[src/rtl/tdc_phase_detector.sv]
// Counter-based time-to-digital phase detector between ref_clk_i and gen_clk_i.
// Produces a signed, saturating phase error in fpga_clk_i cycles, slip/timeout flags and a lock indicator.
module tdc_phase_detector #(
    parameter int unsigned ERR_W        = 8,
    parameter int unsigned SYNC_STAGES  = 2,
    parameter int unsigned LOCK_THRESH  = 2,
    parameter int unsigned LOCK_COUNT   = 4,
    parameter int unsigned UNLOCK_COUNT = 2
) (
    input  logic                    fpga_clk_i,
    input  logic                    reset_ni,
    input  logic                    enable_i,
    input  logic                    ref_clk_i,
    input  logic                    gen_clk_i,
    output logic signed [ERR_W-1:0] error_o,
    output logic                    error_valid_o,
    output logic                    slip_o,
    output logic                    locked_o
);

    localparam int unsigned CNT_W  = ERR_W - 1;
    localparam int unsigned SAT    = (2 ** (ERR_W - 1)) - 1;
    localparam int unsigned GOOD_W = $clog2(LOCK_COUNT + 1);
    localparam int unsigned BAD_W  = $clog2(UNLOCK_COUNT + 1);

    typedef enum logic [1:0] {
        IDLE      = 2'd0,
        REF_FIRST = 2'd1,
        GEN_FIRST = 2'd2
    } state_e;

    logic [SYNC_STAGES-1:0] ref_sync_q, ref_sync_d;
    logic [SYNC_STAGES-1:0] gen_sync_q, gen_sync_d;
    logic                   ref_hist_q, ref_hist_d;
    logic                   gen_hist_q, gen_hist_d;
    state_e                 state_q, state_d;
    logic [CNT_W-1:0]       cnt_q, cnt_d;
    logic [ERR_W-1:0]       error_q, error_d;
    logic                   valid_q, valid_d;
    logic                   slip_q, slip_d;
    logic                   locked_q, locked_d;
    logic [GOOD_W-1:0]      good_q, good_d;
    logic [BAD_W-1:0]       bad_q, bad_d;

    logic             ref_e, gen_e;
    logic             res_vld, res_slip, res_neg, lock_in;
    logic [ERR_W-1:0] res_mag, cnt_inc;

    // Identical synchroniser + history chains on both inputs so their latency cancels
    always_comb begin
        ref_sync_d = {ref_sync_q[SYNC_STAGES-2:0], ref_clk_i};
        gen_sync_d = {gen_sync_q[SYNC_STAGES-2:0], gen_clk_i};
        ref_hist_d = ref_sync_q[SYNC_STAGES-1];
        gen_hist_d = gen_sync_q[SYNC_STAGES-1];
        ref_e      = ref_sync_q[SYNC_STAGES-1] & ~ref_hist_q;
        gen_e      = gen_sync_q[SYNC_STAGES-1] & ~gen_hist_q;
    end

    // Measurement FSM; a result is formed on the strobe cycle and registered next edge
    always_comb begin
        state_d  = state_q;
        cnt_d    = cnt_q;
        res_vld  = 1'b0;
        res_slip = 1'b0;
        res_neg  = 1'b0;
        res_mag  = '0;
        cnt_inc  = (cnt_q == CNT_W'(SAT)) ? ERR_W'(SAT) : ERR_W'({1'b0, cnt_q} + ERR_W'(1));
        case (state_q)
            IDLE: begin
                if (ref_e && gen_e) begin
                    res_vld = 1'b1;
                end else if (ref_e) begin
                    state_d = REF_FIRST;
                    cnt_d   = '0;
                end else if (gen_e) begin
                    state_d = GEN_FIRST;
                    cnt_d   = '0;
                end
            end
            REF_FIRST, GEN_FIRST: begin
                res_neg = (state_q == GEN_FIRST);
                if ((state_q == REF_FIRST) ? gen_e : ref_e) begin
                    res_vld = 1'b1;
                    res_mag = cnt_inc;
                    state_d = IDLE;
                    cnt_d   = '0;
                end else if ((state_q == REF_FIRST) ? ref_e : gen_e) begin
                    res_vld  = 1'b1;
                    res_slip = 1'b1;
                    res_mag  = ERR_W'(SAT);
                    cnt_d    = '0;
                end else if (cnt_q == CNT_W'(SAT)) begin
                    res_vld  = 1'b1;
                    res_slip = 1'b1;
                    res_mag  = ERR_W'(SAT);
                    state_d  = IDLE;
                    cnt_d    = '0;
                end else begin
                    cnt_d = cnt_q + CNT_W'(1);
                end
            end
            default: begin
                state_d = IDLE;
                cnt_d   = '0;
            end
        endcase
        if (!enable_i) begin
            state_d  = IDLE;
            cnt_d    = '0;
            res_vld  = 1'b0;
            res_slip = 1'b0;
        end
    end

    // Result registers and hysteretic lock detector, updated alongside each valid pulse
    always_comb begin
        error_d  = error_q;
        valid_d  = res_vld;
        slip_d   = res_slip;
        good_d   = good_q;
        bad_d    = bad_q;
        locked_d = locked_q;
        lock_in  = (res_mag <= ERR_W'(LOCK_THRESH)) && !res_slip;
        if (res_vld) begin
            error_d = res_neg ? ERR_W'(-res_mag) : res_mag;
            if (lock_in) begin
                bad_d  = '0;
                good_d = (good_q == GOOD_W'(LOCK_COUNT)) ? good_q : good_q + GOOD_W'(1);
            end else begin
                good_d = '0;
                bad_d  = (bad_q == BAD_W'(UNLOCK_COUNT)) ? bad_q : bad_q + BAD_W'(1);
            end
            if (res_slip || (bad_d >= BAD_W'(UNLOCK_COUNT))) begin
                locked_d = 1'b0;
            end else if (good_d >= GOOD_W'(LOCK_COUNT)) begin
                locked_d = 1'b1;
            end
        end
    end

    always_ff @(posedge fpga_clk_i or negedge reset_ni) begin
        if (!reset_ni) begin
            ref_sync_q <= '0;
            gen_sync_q <= '0;
            ref_hist_q <= 1'b0;
            gen_hist_q <= 1'b0;
            state_q    <= IDLE;
            cnt_q      <= '0;
            error_q    <= '0;
            valid_q    <= 1'b0;
            slip_q     <= 1'b0;
            locked_q   <= 1'b0;
            good_q     <= '0;
            bad_q      <= '0;
        end else begin
            ref_sync_q <= ref_sync_d;
            gen_sync_q <= gen_sync_d;
            ref_hist_q <= ref_hist_d;
            gen_hist_q <= gen_hist_d;
            state_q    <= state_d;
            cnt_q      <= cnt_d;
            error_q    <= error_d;
            valid_q    <= valid_d;
            slip_q     <= slip_d;
            locked_q   <= locked_d;
            good_q     <= good_d;
            bad_q      <= bad_d;
        end
    end

    assign error_o       = $signed(error_q);
    assign error_valid_o = valid_q;
    assign slip_o        = slip_q;
    assign locked_o      = locked_q;

endmodule
[config.mk]
export PLATFORM = sky130hd
export DESIGN_NAME = tdc_phase_detector
export DESIGN_NICKNAME = d
export VERILOG_FILES = /design/src/rtl/tdc_phase_detector.sv
export SDC_FILE = /design/constraint.sdc
export NUM_CORES = 1
export LEC_CHECK = 0
export ABC_AREA = 1
export CELL_PAD_IN_SITES_DETAIL_PLACEMENT = 0
export CELL_PAD_IN_SITES_GLOBAL_PLACEMENT = 1
export CORE_MARGIN = 10
export CORE_UTILIZATION = 35
export CTS_CLUSTER_SIZE = 14
export DETAILED_ROUTE_END_ITERATION = 8
export MAX_ROUTING_LAYER = met4
export PLACE_DENSITY = 0.63
export SLEW_MARGIN = 10
export SYNTH_ARGS = -nofsm -noshare
export SYNTH_HDL_FRONTEND = slang
export SYNTH_SLANG_ARGS = --single-unit
[constraint.sdc]
create_clock -name fpga_clk_i -period 2.3 [get_ports fpga_clk_i]
set_input_delay 0.46 -clock fpga_clk_i [delete_from_list [all_inputs] [get_ports fpga_clk_i]]
set_output_delay 0.46 -clock fpga_clk_i [all_outputs]
set_load 0.02 [all_outputs]
* After elaboration in Yosys (flattened, before gate mapping)
Index checks and enable logic that the tools add are counted. Widths: inputs -> output; s select.
Word-level totals: flip-flop bits (word level) 31, input bits 5, output and inout bits 11, logic and storage cells 85
Cells by class: $add $sub $neg 5, magnitude comparators 3, equal/unequal tests 9, multiplexer cells 42, bitwise logic cells 4, reductions and logical operators 10
Operator list (number):
- $mux 7 | 9
- $mux 8 | 4
- $mux 2 | 10
- $pmux 7 s2 | 1
- $mux 1 | 13
- $ne 4x4->1 const B | 3
- $mux 3 | 3
- $add 7x1->8 const B | 1
- $le 8x2->1 const B | 1
- $neg 8->8 | 1
- $add 7x1->7 const B | 1
- $eq 7x7->1 const B | 1
- $eq 2x2->1 const B | 2
- $pmux 2 s2 | 1
- $reduce_and 2->1 | 2
- $reduce_and 4->1 | 1
- $add 3x1->3 const B | 1
- $eq 3x3->1 const B | 1
- $ge 3x3->1 const B | 1
- $ne 3x3->1 const B | 1
- $add 2x1->2 const B | 1
- $and 1x1->1 | 2
- $eq 2x1->1 const B | 1
- $ge 2x2->1 const B | 1
- other kinds (8) | 10

* Longest topological paths before layout
Gate-level depths: netlist of run 1.
word-level depth 15, depth in mapped cells 15, mapped depth without buffers 15

* Least setup slack after synthesis of run 1
OpenSTA, ideal clock, no wires.
kind register to register, from reg cnt_q[0], to reg error_q[4] (netlist: error_o[4]), library setup time 0.117 ns, arrival time 1.903 ns, required time 2.183 ns, path slack 0.280 ns, cell stages (with the launch flop) 15, path buffers 0, period minus slack after synthesis 2.020 ns, cells stage by stage dfrtp_1 ha_1 nand2_2 nor2_4 nand2_4 nand3_4 nand3_2 ha_1 nor2_1 inv_1 nand2_1 o21ai_1 or2_0 nand3_1 nand2_1
Between the ends: cells in the longest elaborated chain, start to end 7, elaborated cells on any way between the ends 14, those cells by class 2 x add/sub; 1 x eq/ne; 11 x mux
Ends and longest elaborated chain:
- start, declared | line 37 | logic [CNT_W-1:0] cnt_q, cnt_d;
- start signal, assigned | line 161 | cnt_q <= cnt_d;
- branches (longest 7 deep; another with $add 7x1->8)
- end signal, assigned | line 162 | error_q <= error_d;
- end, declared | line 38 | logic [ERR_W-1:0] error_q, error_d;
Several ways; the timed one is not identified. A chain may end at the register's enable or synchronous reset.

* Worst setup path in the final report of run 1
from reg state_q[1], to reg error_q[4] (netlist: error_o[4])
Between the ends: cells in the longest elaborated chain, start to end 7, elaborated cells on any way between the ends 16, those cells by class 1 x add/sub; 2 x eq/ne; 11 x mux; 2 x reduce/logical
Ends and longest elaborated chain:
- start, declared | line 36 | state_e state_q, state_d;
- start signal, assigned | line 160 | state_q <= state_d;
- $eq 2x1->1 | line 68, 82, 87
- $mux 1 | line 87 | end else if ((state_q == REF_FIRST) ? ref_e : gen_e) begin
- $mux 7 | line 87
- $mux 8 | line 82 | if ((state_q == REF_FIRST) ? gen_e : ref_e) begin
- $mux 8 | line 68 | case (state_q)
- $neg 8->8 | line 125 | error_d = res_neg ? ERR_W'(-res_mag) : res_mag;
- $mux 8 | line 125
Parallel ways exist; a longest one is shown, timed or not.

==> results of run 1 <==
cells in the mapped netlist:
master | instances | area share, %
nand4_1 | 2 | 0.66
inv_2 | 4 | 0.80
nand2_2 | 6 | 2.0
o21ai_2 | 1 | 0.46
xnor2_1 | 1 | 0.46
buf_6 | 2 | 1.2
a31oi_1 | 1 | 0.33
o21ai_1 | 3 | 0.80
nor2_4 | 3 | 1.8
nand2_4 | 2 | 1.2
ha_1 | 10 | 6.6
xor2_1 | 2 | 0.93
a21oi_1 | 9 | 2.4
o22ai_1 | 3 | 1.0
o21ai_0 | 13 | 3.5
o21a_1 | 1 | 0.40
nor2_2 | 2 | 0.66
buf_2 | 1 | 0.27
nor2_1 | 17 | 3.4
nand3b_4 | 1 | 1.1
nand3_1 | 27 | 7.2
clkbuf_1 | 1 | 0.20
nor3_1 | 1 | 0.27
nand3_4 | 1 | 0.93
inv_1 | 33 | 6.6
clkinv_2 | 1 | 0.27
dfrtp_1 | 31 | 41
nand2_1 | 61 | 12
or2_0 | 1 | 0.33
nand3_2 | 2 | 1.1
logic make-up (layout without fill, tap and decap cells):
family	after synthesis	after routing	synth area share (%)
compound gates	31	31	8.831
buf+inv	42	70	9.295
fa+ha+maj	10	10	6.640
xor+xnor	3	3	1.395
simple gates	126	126	32.67
flops	31	31	41.17
sequential cells by signal (all words and copies together) (netlist names):
register,flops
slip_o,1
gen_sync_q,2
error_o,8
gen_hist_q,1
ref_sync_q,2
ref_hist_q,1
cnt_q,7
locked_o,1
good_q,3
bad_q,2
state_q,2
error_valid_o,1
metrics by stage:
| step | power (mW) | cell area [um^2] |
|---|---|---|
| 3_5_place_dp | 2.274 | 2136 |
| 2_1_floorplan | 1.862 | 1884 |
| 4_1_cts | 2.736 | 2223 |
| 6_report | 2.791 | 2291 |
| 5_1_grt | 3.078 | 2291 |
| 3_3_place_gp | 2.295 | 2136 |
layer usage:
| metal | share of wire [%] | global-route usage, % | up-vias |
|---|---|---|---|
| met1 | 51 | 13.56 | 747 |
| met2 | 45 | 15.78 | 19 |
| met3 | 3.3 | 2.718 | 5 |
| met4 | 1.3 | 4.242 | 0 |
| li1 | - | - | 826 |
| met5 | 0 | - | - |
path summary, 6_finish.rpt:
| kind | startpoint | to | slack, ns | cells after the start |
|---|---|---|---|---|
| max | state_q[1] | error_o[4] | 0.18 | 15 |
| min | gen_sync_q[0] | gen_sync_q[1] | 0.35 | 0 |
| max reg2reg | state_q[1] | error_o[4] | 0.18 | 15 |
| min reg2reg | gen_sync_q[0] | gen_sync_q[1] | 0.35 | 0 |
| max in group asynchronous | reset_ni | cnt_q[2] | 1.43 | 2 |
| min in group asynchronous | reset_ni | error_o[4] | 0.58 | 2 |
worst max-delay path, cell delays in order, from the launching register on:
cell	delay, ns
dfrtp_1	0.41
inv_2	0.11
ha_4	0.16
inv_2	0.04
nand3_1	0.08
nand2_2	0.10
nand3_1	0.10
nand3_2	0.12
ha_1	0.22
nor2_1	0.11
inv_1	0.08
nand2_1	0.09
o21ai_1	0.07
or2_0	0.20
nand3_1	0.07
nand2_1	0.05
power by group through the flow:
stage                     clock network (mW)  logic [mW]  registers (mW)
after CTS                              0.466        1.52           0.750
after floorplan                            0        1.02           0.842
after global placement                     0        1.54           0.758
final                                  0.436        1.60           0.752
after global routing                   0.486        1.82           0.772
after detailed placement                   0        1.52           0.757
final cells by class:
class / count / area (um^2) / share of cell area (%)
multi-input cells: 170 / 970.9 / 42.38
clock buffers: 6 / 82.58 / 3.605
flip-flops and latches: 31 / 775.7 / 33.86
repair buffers: 25 / 225.2 / 9.831
well taps: 70 / 87.58 / 3.823
clock inverters: 1 / 5.005 / 0.2185
inverters: 38 / 143.9 / 6.281
repair_timing:
action | CTS | global route
setup endpoints to repair | 0 | 4
setup buffers | 0 | 4
resized for setup | 0 | 7
==> metrics.sh, run 1 <==
CTS.HTREE.LEVELS=2
GRT_PASS1_WL_UM=7265
CLOCK_SINKS=31
POST_SYNTH_NUM_CELL_TYPES=30
INITIAL_CORE_UTIL_PCT=36.43
TIMING.HOLD.WORST.CLASS='flip-flop to flip-flop'
DRT_WL_TOTAL_UM=4211
WORST_SLACK_NS=0.1796
WIRE_PER_INST_UM=12.35
CLOCK_TREE.BUFFER_DEPTH=2
PERIOD_NEEDED_NS=2.120
SYNTH_SEQUENTIAL_AREA_RATIO_PCT=41.17
TIMING.CLOCK.SKEW_NS=0.01098
FINALNONFILLERCELLS=341
PORT_BUFFERS=15
SETUP.WORST_PATH.START_CLASS='flip-flop'
COREAREA_UM2=5172
POST-DP-HPWL_UM=3174
FINALHOLDVIOLATIONS=0
POST-ROUTE-UTIL_PCT=44.29
LAYOUT_WORST_PATH_CYCLE_SHARE_PCT=92.19
CELLINTERNALPOWER_mW=1.546
SYN-CELL-AREA_UM2=1884
SHARE_SEQ_OF_TOTAL_POWER_PCT=27.0
FINAL_NET_COUNT=286
CP.REQUIRED_NS=2.48
ANTENNA_LEFT=0
CLOCK.FMAX_MHz=471.6
IO_PINS=16
GLOBALROUTEOVERFLOWTOTAL=0
SYNTHESIS.INSTANCES=243
NUMBER_OF_PINS_WITH_NEGATIVE_MAX_SLEW_SLACK_IN_THE_FINAL_REPORT=0
DR_TOTAL_VIAS=1597
HOLD_BUFFERS_POST_CTS=0
WORST-PATH-MAX-FANOUT=6
LAYOUT.CELLS.MOST_COMMON_LIST='61 x nand2_1, 32 x inv_1, 31 x dfrtp_1, 26 x nand3_1, 17 x nor2_1'
GRT_MAX_DEGREE=32
NUM-FILL-CELLS=550
DIE-AREA_UM2=8719
WORST_IR_DROP_VDD_mV=0.5256
DIE_WIDTH_UM=93.38
WORST-SLEW-PIN-TRANSITION_NS=0.4030
POWER.SHARE.SWITCHING_PCT=44.60
CLOCK_POWER_SHARE_PCT=15.6
CLOCK_INSERTION_DELAY_WORST_SKEW_NS=0.28
PLACEMENT.SETUP.WORST_SLACK_NS=0.07491
SYNTH.FF_LATCH_COUNT=31
LEAKAGEPOWER_nW=1.173
SETUP_VIOL=0
SYN_NETS=258
SETUP-TNS-FINAL_NS=0
ANTENNADIODECOUNT=0
DRCVIOLATIONCOUNT=0
LOGIC_GATE_SHARE_OF_TOTAL_POWER_PCT=57.4
MAXCAPVIOLATIONS=0
WHS_NS=0.3481
YS_WARN_COUNT=0
WORST_SLEW_MARGIN_REL_PCT=73.14
CRITICAL_PATH.ENDPOINT_TYPE='flip-flop'
COUNT_OF_ROUTING_VIOLATIONS_AFTER_THE_OPENING_DETAILED_ROUTE_ITERATION=51
NUMCTSBUFFERS=5
LAYOUT.CELLS.MOST_COMMON='nand2_1'
PLACEMENT_ROWS=26
P_SWITCHING_mW=1.245
GRT_PASS1_VIAS=1536
FLOW.AREA_GROWTH_FROM_SYNTHESIS_PCT=21.58
CTS.ROOT.BUFFER_CELL='clkbuf_8'
STATUS='completed'
VIASPERCELL=4.683
CLOCK_TRANSITION_AT_THE_REGISTER_CLOCK_PINS_ON_THE_WORST_SETUP_AND_HOLD_PATHS_AFTER_CTS_NS=0.07
SYNTH_AREA_PER_CELL_UM2=7.754
CELLPOWERDENSITY_nW_PER_UM2=1218
TRITONCTS='built'
NUMBER_OF_ANTENNA_VIOLATIONS_AT_THE_FIRST_CHECK_IN_GLOBAL_ROUTING=0
FINAL_LAYOUT_SIZE_SUFFIX_GT1_SHARE_PCT=16.24
FIRSTDRTPASSITERS=4
ARRIVAL_NS=2.30
GRTUSAGETOTAL_PCT=10.67
FP.DIEH_UM=93.38
WORST-SETUP-PATH-TYPE='flip-flop to flip-flop'
ROUTABILITYCONGESTION=0.7539
DP_CELLS=330
(Power assumes the default switching activity.)
==> inputs of run 2 (changes only) <==
- CELL_PAD_IN_SITES_DETAIL_PLACEMENT: 0 -> default
- CELL_PAD_IN_SITES_GLOBAL_PLACEMENT: 1 -> default
- PLACE_DENSITY: 0.63 -> 0.49
- SLEW_MARGIN: 10 -> default
==> run 2 against run 1 <==
Cell area decreased by 0.76%. Clock power grew 8.0%. Count of clock-buffer cells in the layout is 2 higher. Sequential share of layout area is 0.26 points higher. Register-to-register slack is essentially flat. Die area unchanged. Largest cell class unchanged. Largest power group unchanged.
==> metrics.sh, run 2 (synthesis gave the netlist of run 1 again) <==
GRT_MAX_DEGREE=32
FINALHOLDVIOLATIONS=0
FP.DIEH_UM=93.38
CRITICAL_PATH.ENDPOINT_TYPE='flip-flop'
CRITICAL_PATH.MAX_STAGE_DELAY_NS=0.35
NUMBER_OF_PINS_WITH_NEGATIVE_MAX_SLEW_SLACK_IN_THE_FINAL_REPORT=0
POST-DP-HPWL_UM=3090
NUMBER_OF_ANTENNA_VIOLATIONS_AT_THE_FIRST_CHECK_IN_GLOBAL_ROUTING=0
DRT_WL_TOTAL_UM=4020
GLOBALROUTEOVERFLOWTOTAL=0
PORT_BUFFERS=15
TIMING.CLOCK.SKEW_NS=0.002915
CELLPOWERDENSITY_nW_PER_UM2=1222
SETUP-TNS-FINAL_NS=0
DRCVIOLATIONCOUNT=0
LAYOUT.CELLS.MOST_COMMON='nand2_1'
MULTI_INPUT_COMB_AREA_UM2=955.9
SETUP_VIOL=0
DIE-AREA_UM2=8719
WHS_NS=0.3536
LAYOUT.CELLS.MOST_COMMON_LIST='61 x nand2_1, 32 x inv_1, 31 x dfrtp_1, 27 x nand3_1, 17 x nor2_1'
ANTENNADIODECOUNT=0
FLOW.AREA_GROWTH_FROM_SYNTHESIS_PCT=20.65
WORSTPATHCELLLIST='ha_2 > nand2_2 > nor2_4 > nand2_4 > nand3_4 > nand3_2 > ha_1 > nor2_1 > inv_1 > nand2_1 > o21ai_1 > or2_0 > nand3_1 > nand2_1'
CLOCK_TREE.BUFFER_DEPTH=2
STATUS='completed'
CP.REQUIRED_NS=2.47
PLACEMENT_ROWS=26
PERIOD_NEEDED_NS=2.113
NUM-FILL-CELLS=524
CLOCK.FMAX_MHz=473.4
NUMCTSBUFFERS=5
GRT_PASS1_VIAS=1556
WORST-PATH-MAX-FANOUT=7
ANTENNA_LEFT=0
DR_TOTAL_VIAS=1557
SETUP.WORST_PATH.START_CLASS='flip-flop'
INITIAL_CORE_UTIL_PCT=36.43
WIRE_PER_INST_UM=11.82
WORST-SETUP-PATH-TYPE='flip-flop to flip-flop'
ARRIVAL_NS=2.28
HOLD_BUFFERS_POST_CTS=0
TIMING.HOLD.WORST.CLASS='flip-flop to flip-flop'
WORST_SLEW_MARGIN_REL_PCT=73.38
GRTUSAGETOTAL_PCT=10.17
CTS.HTREE.LEVELS=2
CP_COMMON_CELL='nand2_1'
TRITONCTS='built'
CLOCK_SINKS=31
CRITICAL-PATH-SLOWEST-CELL='dfrtp_1'
FIRSTDRTPASSITERS=4
IO_PINS=16
WORST_IR_DROP_VDD_mV=0.6415
LAYOUT_WORST_PATH_CYCLE_SHARE_PCT=91.85
MAXCAPVIOLATIONS=0
COREAREA_UM2=5172
POST-ROUTE-UTIL_PCT=43.95
WORST-SLEW-PIN-TRANSITION_NS=0.3993
VIASPERCELL=4.579
CTS.ROOT.BUFFER_CELL='clkbuf_8'
DIE_WIDTH_UM=93.38
GRT_SETUP_UNREPAIRED='false'
SEQ_AREA_UM2=775.7
GRT_PASS1_WL_UM=6975
LEAKAGEPOWER_nW=1.162
WORST_CASE_REGISTER_TO_REGISTER_SETUP_SLACK_NS=0.19
CLOCK_TRANSITION_AT_THE_REGISTER_CLOCK_PINS_ON_THE_WORST_SETUP_AND_HOLD_PATHS_AFTER_CTS_NS=0.07
ROUTABILITYCONGESTION=0.8235
FINAL_LAYOUT_SIZE_SUFFIX_GT1_SHARE_PCT=15.19
CLOCK_INSERTION_DELAY_WORST_SKEW_NS=0.28
COUNT_OF_ROUTING_VIOLATIONS_AFTER_THE_OPENING_DETAILED_ROUTE_ITERATION=74
NUMBER_OF_FLIP_FLOPS_UNDER_THE_LARGEST_REGISTER_NAME=8
FINAL_NET_COUNT=284
[run 2: routing by layer]
metal	up-vias	GRT usage (%)	wire (um)
li1	818	-	-
met1	718	11.56	1932
met2	19	16.36	1899
met3	2	3.677	162
met4	0	3.085	24
met5	-	-	0
[run 2: critical path, delay by kind of cell (launching register included)]
kind,cells,cell delay (ns)
simple gates,10,1.08
fa+ha+maj,2,0.43
buf+inv,1,0.08
flops,1,0.35
compound gates,1,0.07
[run 2: metrics by stage]
step | std cells | total power, mW | setup slack, ns | cell area, um^2
3_5_place_dp | 329 | 2.272 | 0.09911 | 2128
6_report | 340 | 2.779 | 0.1874 | 2273
3_3_place_gp | 329 | 2.279 | 0.1326 | 2128
4_1_cts | 337 | 2.764 | 0.09410 | 2228
5_1_grt | 340 | 3.079 | 0.02775 | 2273
2_1_floorplan | 243 | 1.862 | 0.2799 | 1884
[run 2: what timing repair did]
item / CTS / global route
setup buffers: 0 / 3
endpoints found under the setup margin: 0 / 3
resized for setup: 0 / 5
[run 2: layout make-up]
cell class / count / share of cell area, %
Multi-Input combinational cell: 170 / 42.05
Timing Repair Buffer: 23 / 9.246
Sequential cell: 31 / 34.12
Tap cell: 70 / 3.853
Inverter: 38 / 6.329
Clock buffer: 8 / 4.403
[run 2: worst paths after layout]
path,start,to,depth (start not counted)
max,cnt_q[0],error_o[4],14
min,ref_sync_q[0],ref_sync_q[1],0
max reg2reg,cnt_q[0],error_o[4],14
min reg2reg,ref_sync_q[0],ref_sync_q[1],0
max in group asynchronous,reset_ni,state_q[1],2
min in group asynchronous,reset_ni,cnt_q[3],2
[run 2: where the power goes]
part           total (mW)  switching, mW  internal, mW
logic                1.56          0.951         0.604
clock network       0.471          0.198         0.273
registers           0.752         0.0700         0.682
total                2.78           1.22          1.56
==> inputs of run 3 (changes only) <==
- CORE_MARGIN: 10 -> default
- CTS_BUF_LIST: default -> sky130_fd_sc_hd__clkbuf_4
- REMOVE_ABC_BUFFERS: default -> 1
==> run 3 against run 2 <==
Die area is 35% lower. Count of clock-buffer cells in the layout is 3 lower. Wire length decreased by 3.8%. Setup slack better by 0.012 ns. Core utilization decreased by 0.67 points. Clock power down 38%. Flip-flop and latch count unchanged. Via count shrank 0.77%. Sequential power barely moved. Global-route usage is 5.8 points higher. Combinational power barely moved.
==> metrics.sh, run 3 (synthesis gave the netlist of run 1 again) <==
GLOBALROUTEOVERFLOWTOTAL=0
WORST_SLEW_MARGIN_REL_PCT=73.49
TRITONCTS='built'
POWER.SHARE.SWITCHING_PCT=46.63
REG2REG_FROM='cnt_q[1]'
SETUP_VIOL=0
PORT_BUFFERS=15
CTS.ROOT.BUFFER_CELL='clkbuf_4'
GRTUSAGETOTAL_PCT=15.96
DIE_WIDTH_UM=75.38
CTS.HTREE.LEVELS=2
DIE-AREA_UM2=5681
FLOW.AREA_GROWTH_FROM_SYNTHESIS_PCT=18.06
WORST-SETUP-PATH-TYPE='flip-flop to flip-flop'
WORST-SLEW-PIN-TRANSITION_NS=0.3977
FP.DIEH_UM=75.38
WORST-PATH-MAX-FANOUT=7
MULTI_INPUT_COMB_AREA_UM2=975.9
WIRE_PER_INST_UM=11.48
STATUS='completed'
POST-DP-HPWL_UM=2959
CRITICAL_PATH.ENDPOINT_TYPE='flip-flop'
CLOCK_SINKS=31
P_SWITCHING_mW=1.216
GRT_PASS1_VIAS=1402
CLOCK.FMAX_MHz=476.0
GRT_MAX_DEGREE=32
LAYOUT.CELLS.MOST_COMMON='nand2_1'
TIMING.CLOCK.SKEW_NS=0.009518
WORST_IR_DROP_VDD_mV=0.6503
NUMBER_OF_FLIP_FLOPS_UNDER_THE_LARGEST_REGISTER_NAME=8
GRT_PASS1_WL_UM=6423
CLOCK_TRANSITION_AT_THE_REGISTER_CLOCK_PINS_ON_THE_WORST_SETUP_AND_HOLD_PATHS_AFTER_CTS_NS=0.09
DRCVIOLATIONCOUNT=0
NUMBER_OF_PINS_WITH_NEGATIVE_MAX_SLEW_SLACK_IN_THE_FINAL_REPORT=0
CELLPOWERDENSITY_nW_PER_UM2=1172
NUM-FILL-CELLS=551
LEAKAGEPOWER_nW=1.131
COUNT_OF_ROUTING_VIOLATIONS_AFTER_THE_OPENING_DETAILED_ROUTE_ITERATION=51
CLOCK_POWER_SHARE_PCT=11.2
CELLINTERNALPOWER_mW=1.391
CP.REQUIRED_NS=2.52
FIRSTDRTPASSITERS=4
FINALNONFILLERCELLS=337
SHARE_SEQ_OF_TOTAL_POWER_PCT=28.8
CRIT_PATH_END='error_o[4]'
CRIT_PATH_START='cnt_q[1]'
CLOCK_TREE.BUFFER_DEPTH=2
INITIAL_CORE_UTIL_PCT=36.66
DP_CELLS=329
COREAREA_UM2=5140
POST-ROUTE-UTIL_PCT=43.28
LAYOUT_WORST_PATH_CYCLE_SHARE_PCT=91.34
HOLD_BUFFERS_POST_CTS=0
ARRIVAL_NS=2.32
WORST_CASE_REGISTER_TO_REGISTER_SETUP_SLACK_NS=0.20
SEQ_AREA_UM2=775.7
FINALHOLDVIOLATIONS=0
RR_ENDPOINT='error_o[4]'
DR_TOTAL_VIAS=1545
MAXCAPVIOLATIONS=0
ANTENNADIODECOUNT=0
PLACEMENT_ROWS=26
FINAL_LAYOUT_SIZE_SUFFIX_GT1_SHARE_PCT=15.36
LOGIC_GATE_SHARE_OF_TOTAL_POWER_PCT=60.0
ANTENNA_LEFT=0
FINAL_NET_COUNT=282
PERIOD_NEEDED_NS=2.101
DRT_WL_TOTAL_UM=3868
ROUTABILITYCONGESTION=0.8083
CLOCK_INSERTION_DELAY_WORST_SKEW_NS=0.33
R2R_WORST_PATH_DEPTH=14
NUMBER_OF_ANTENNA_VIOLATIONS_AT_THE_FIRST_CHECK_IN_GLOBAL_ROUTING=0
LAYOUT.CELLS.MOST_COMMON_LIST='61 x nand2_1, 32 x inv_1, 31 x dfrtp_1, 25 x nand3_1, 17 x nor2_1'
VIASPERCELL=4.585
TIMING.HOLD.WORST.CLASS='flip-flop to flip-flop'
SETUP.WORST_PATH.START_CLASS='flip-flop'
NUMCTSBUFFERS=5
IO_PINS=16
run 3: final cells by class:
cell class,instances,share of cell area (%)
inverters,38,6.468
flip-flops and latches,31,34.87
multi-input cells,170,43.87
well taps,70,3.937
clock buffers,5,1.687
repair buffers,21,8.774
clock inverters,2,0.3937
run 3: worst min path at each step:
| stage | depth (start not counted) | from | endpoint | slack, ns |
|---|---|---|---|---|
| 2_1_floorplan | 0 | reset_ni | bad_q[0] | 0.16 |
| 3_3_place_gp | 0 | gen_sync_q[0] | gen_sync_q[1] | 0.33 |
| 6_report | 0 | ref_sync_q[0] | ref_sync_q[1] | 0.36 |
| 4_1_cts | 0 | ref_sync_q[0] | ref_sync_q[1] | 0.36 |
| 5_1_grt | 0 | ref_sync_q[0] | ref_sync_q[1] | 0.36 |
| 3_5_place_dp | 0 | ref_sync_q[0] | ref_sync_q[1] | 0.34 |
run 3: routing by layer:
metal  part of all wire [%]  wire, um  track usage [%]  vias to the layer above
li1                       -         -                -                      818
met1                     49      1910            20.10                      702
met4                    1.4        53            6.790                        0
met5                      0         0                -                        -
met2                     46      1782            24.70                       21
met3                    3.2       122            3.571                        4
run 3: critical path, cell delays in order (launching register included):
cell and delay [ns]:
dfrtp_1 0.38, ha_2 0.22, nand2_2 0.07, nor2_4 0.11, nand2_4 0.10, nand3_4 0.14, nand3_4 0.11, ha_1 0.21
nor2_1 0.09, inv_1 0.08, nand2_1 0.09, o21ai_1 0.07, or2_0 0.21, nand3_1 0.07, nand2_1 0.06
run 3: power groups by stage:
stage          sequential, mW  combinational [mW]  clock, mW
2_1_floorplan           0.842               0.986          0
3_3_place_gp            0.759                1.52          0
3_5_place_dp            0.759                1.51          0
4_1_cts                 0.749                1.52      0.308
5_1_grt                 0.769                1.78      0.332
6_report                0.751                1.56      0.292
run 3: repair_timing:
item | 4_1_cts | 5_1_grt
setup endpoints to repair | 0 | 4
gates resized for setup | 0 | 9
buffers inserted | 0 | 1
run 3: through the flow:
step / total power, mW / TNS [ns] / instance area [um^2] / worst slack, ns / hold WS [ns]
after detailed placement: 2.271 / 0 / 2128 / 0.1063 / 0.3373
after CTS: 2.574 / 0 / 2175 / 0.08656 / 0.3600
after global placement: 2.276 / 0 / 2128 / 0.1492 / 0.3317
after global routing: 2.878 / -0.008957 / 2225 / -0.008957 / 0.3627
after floorplan: 1.828 / 0 / 1853 / 0.2744 / 0.1644
final: 2.607 / 0 / 2225 / 0.1992 / 0.3571
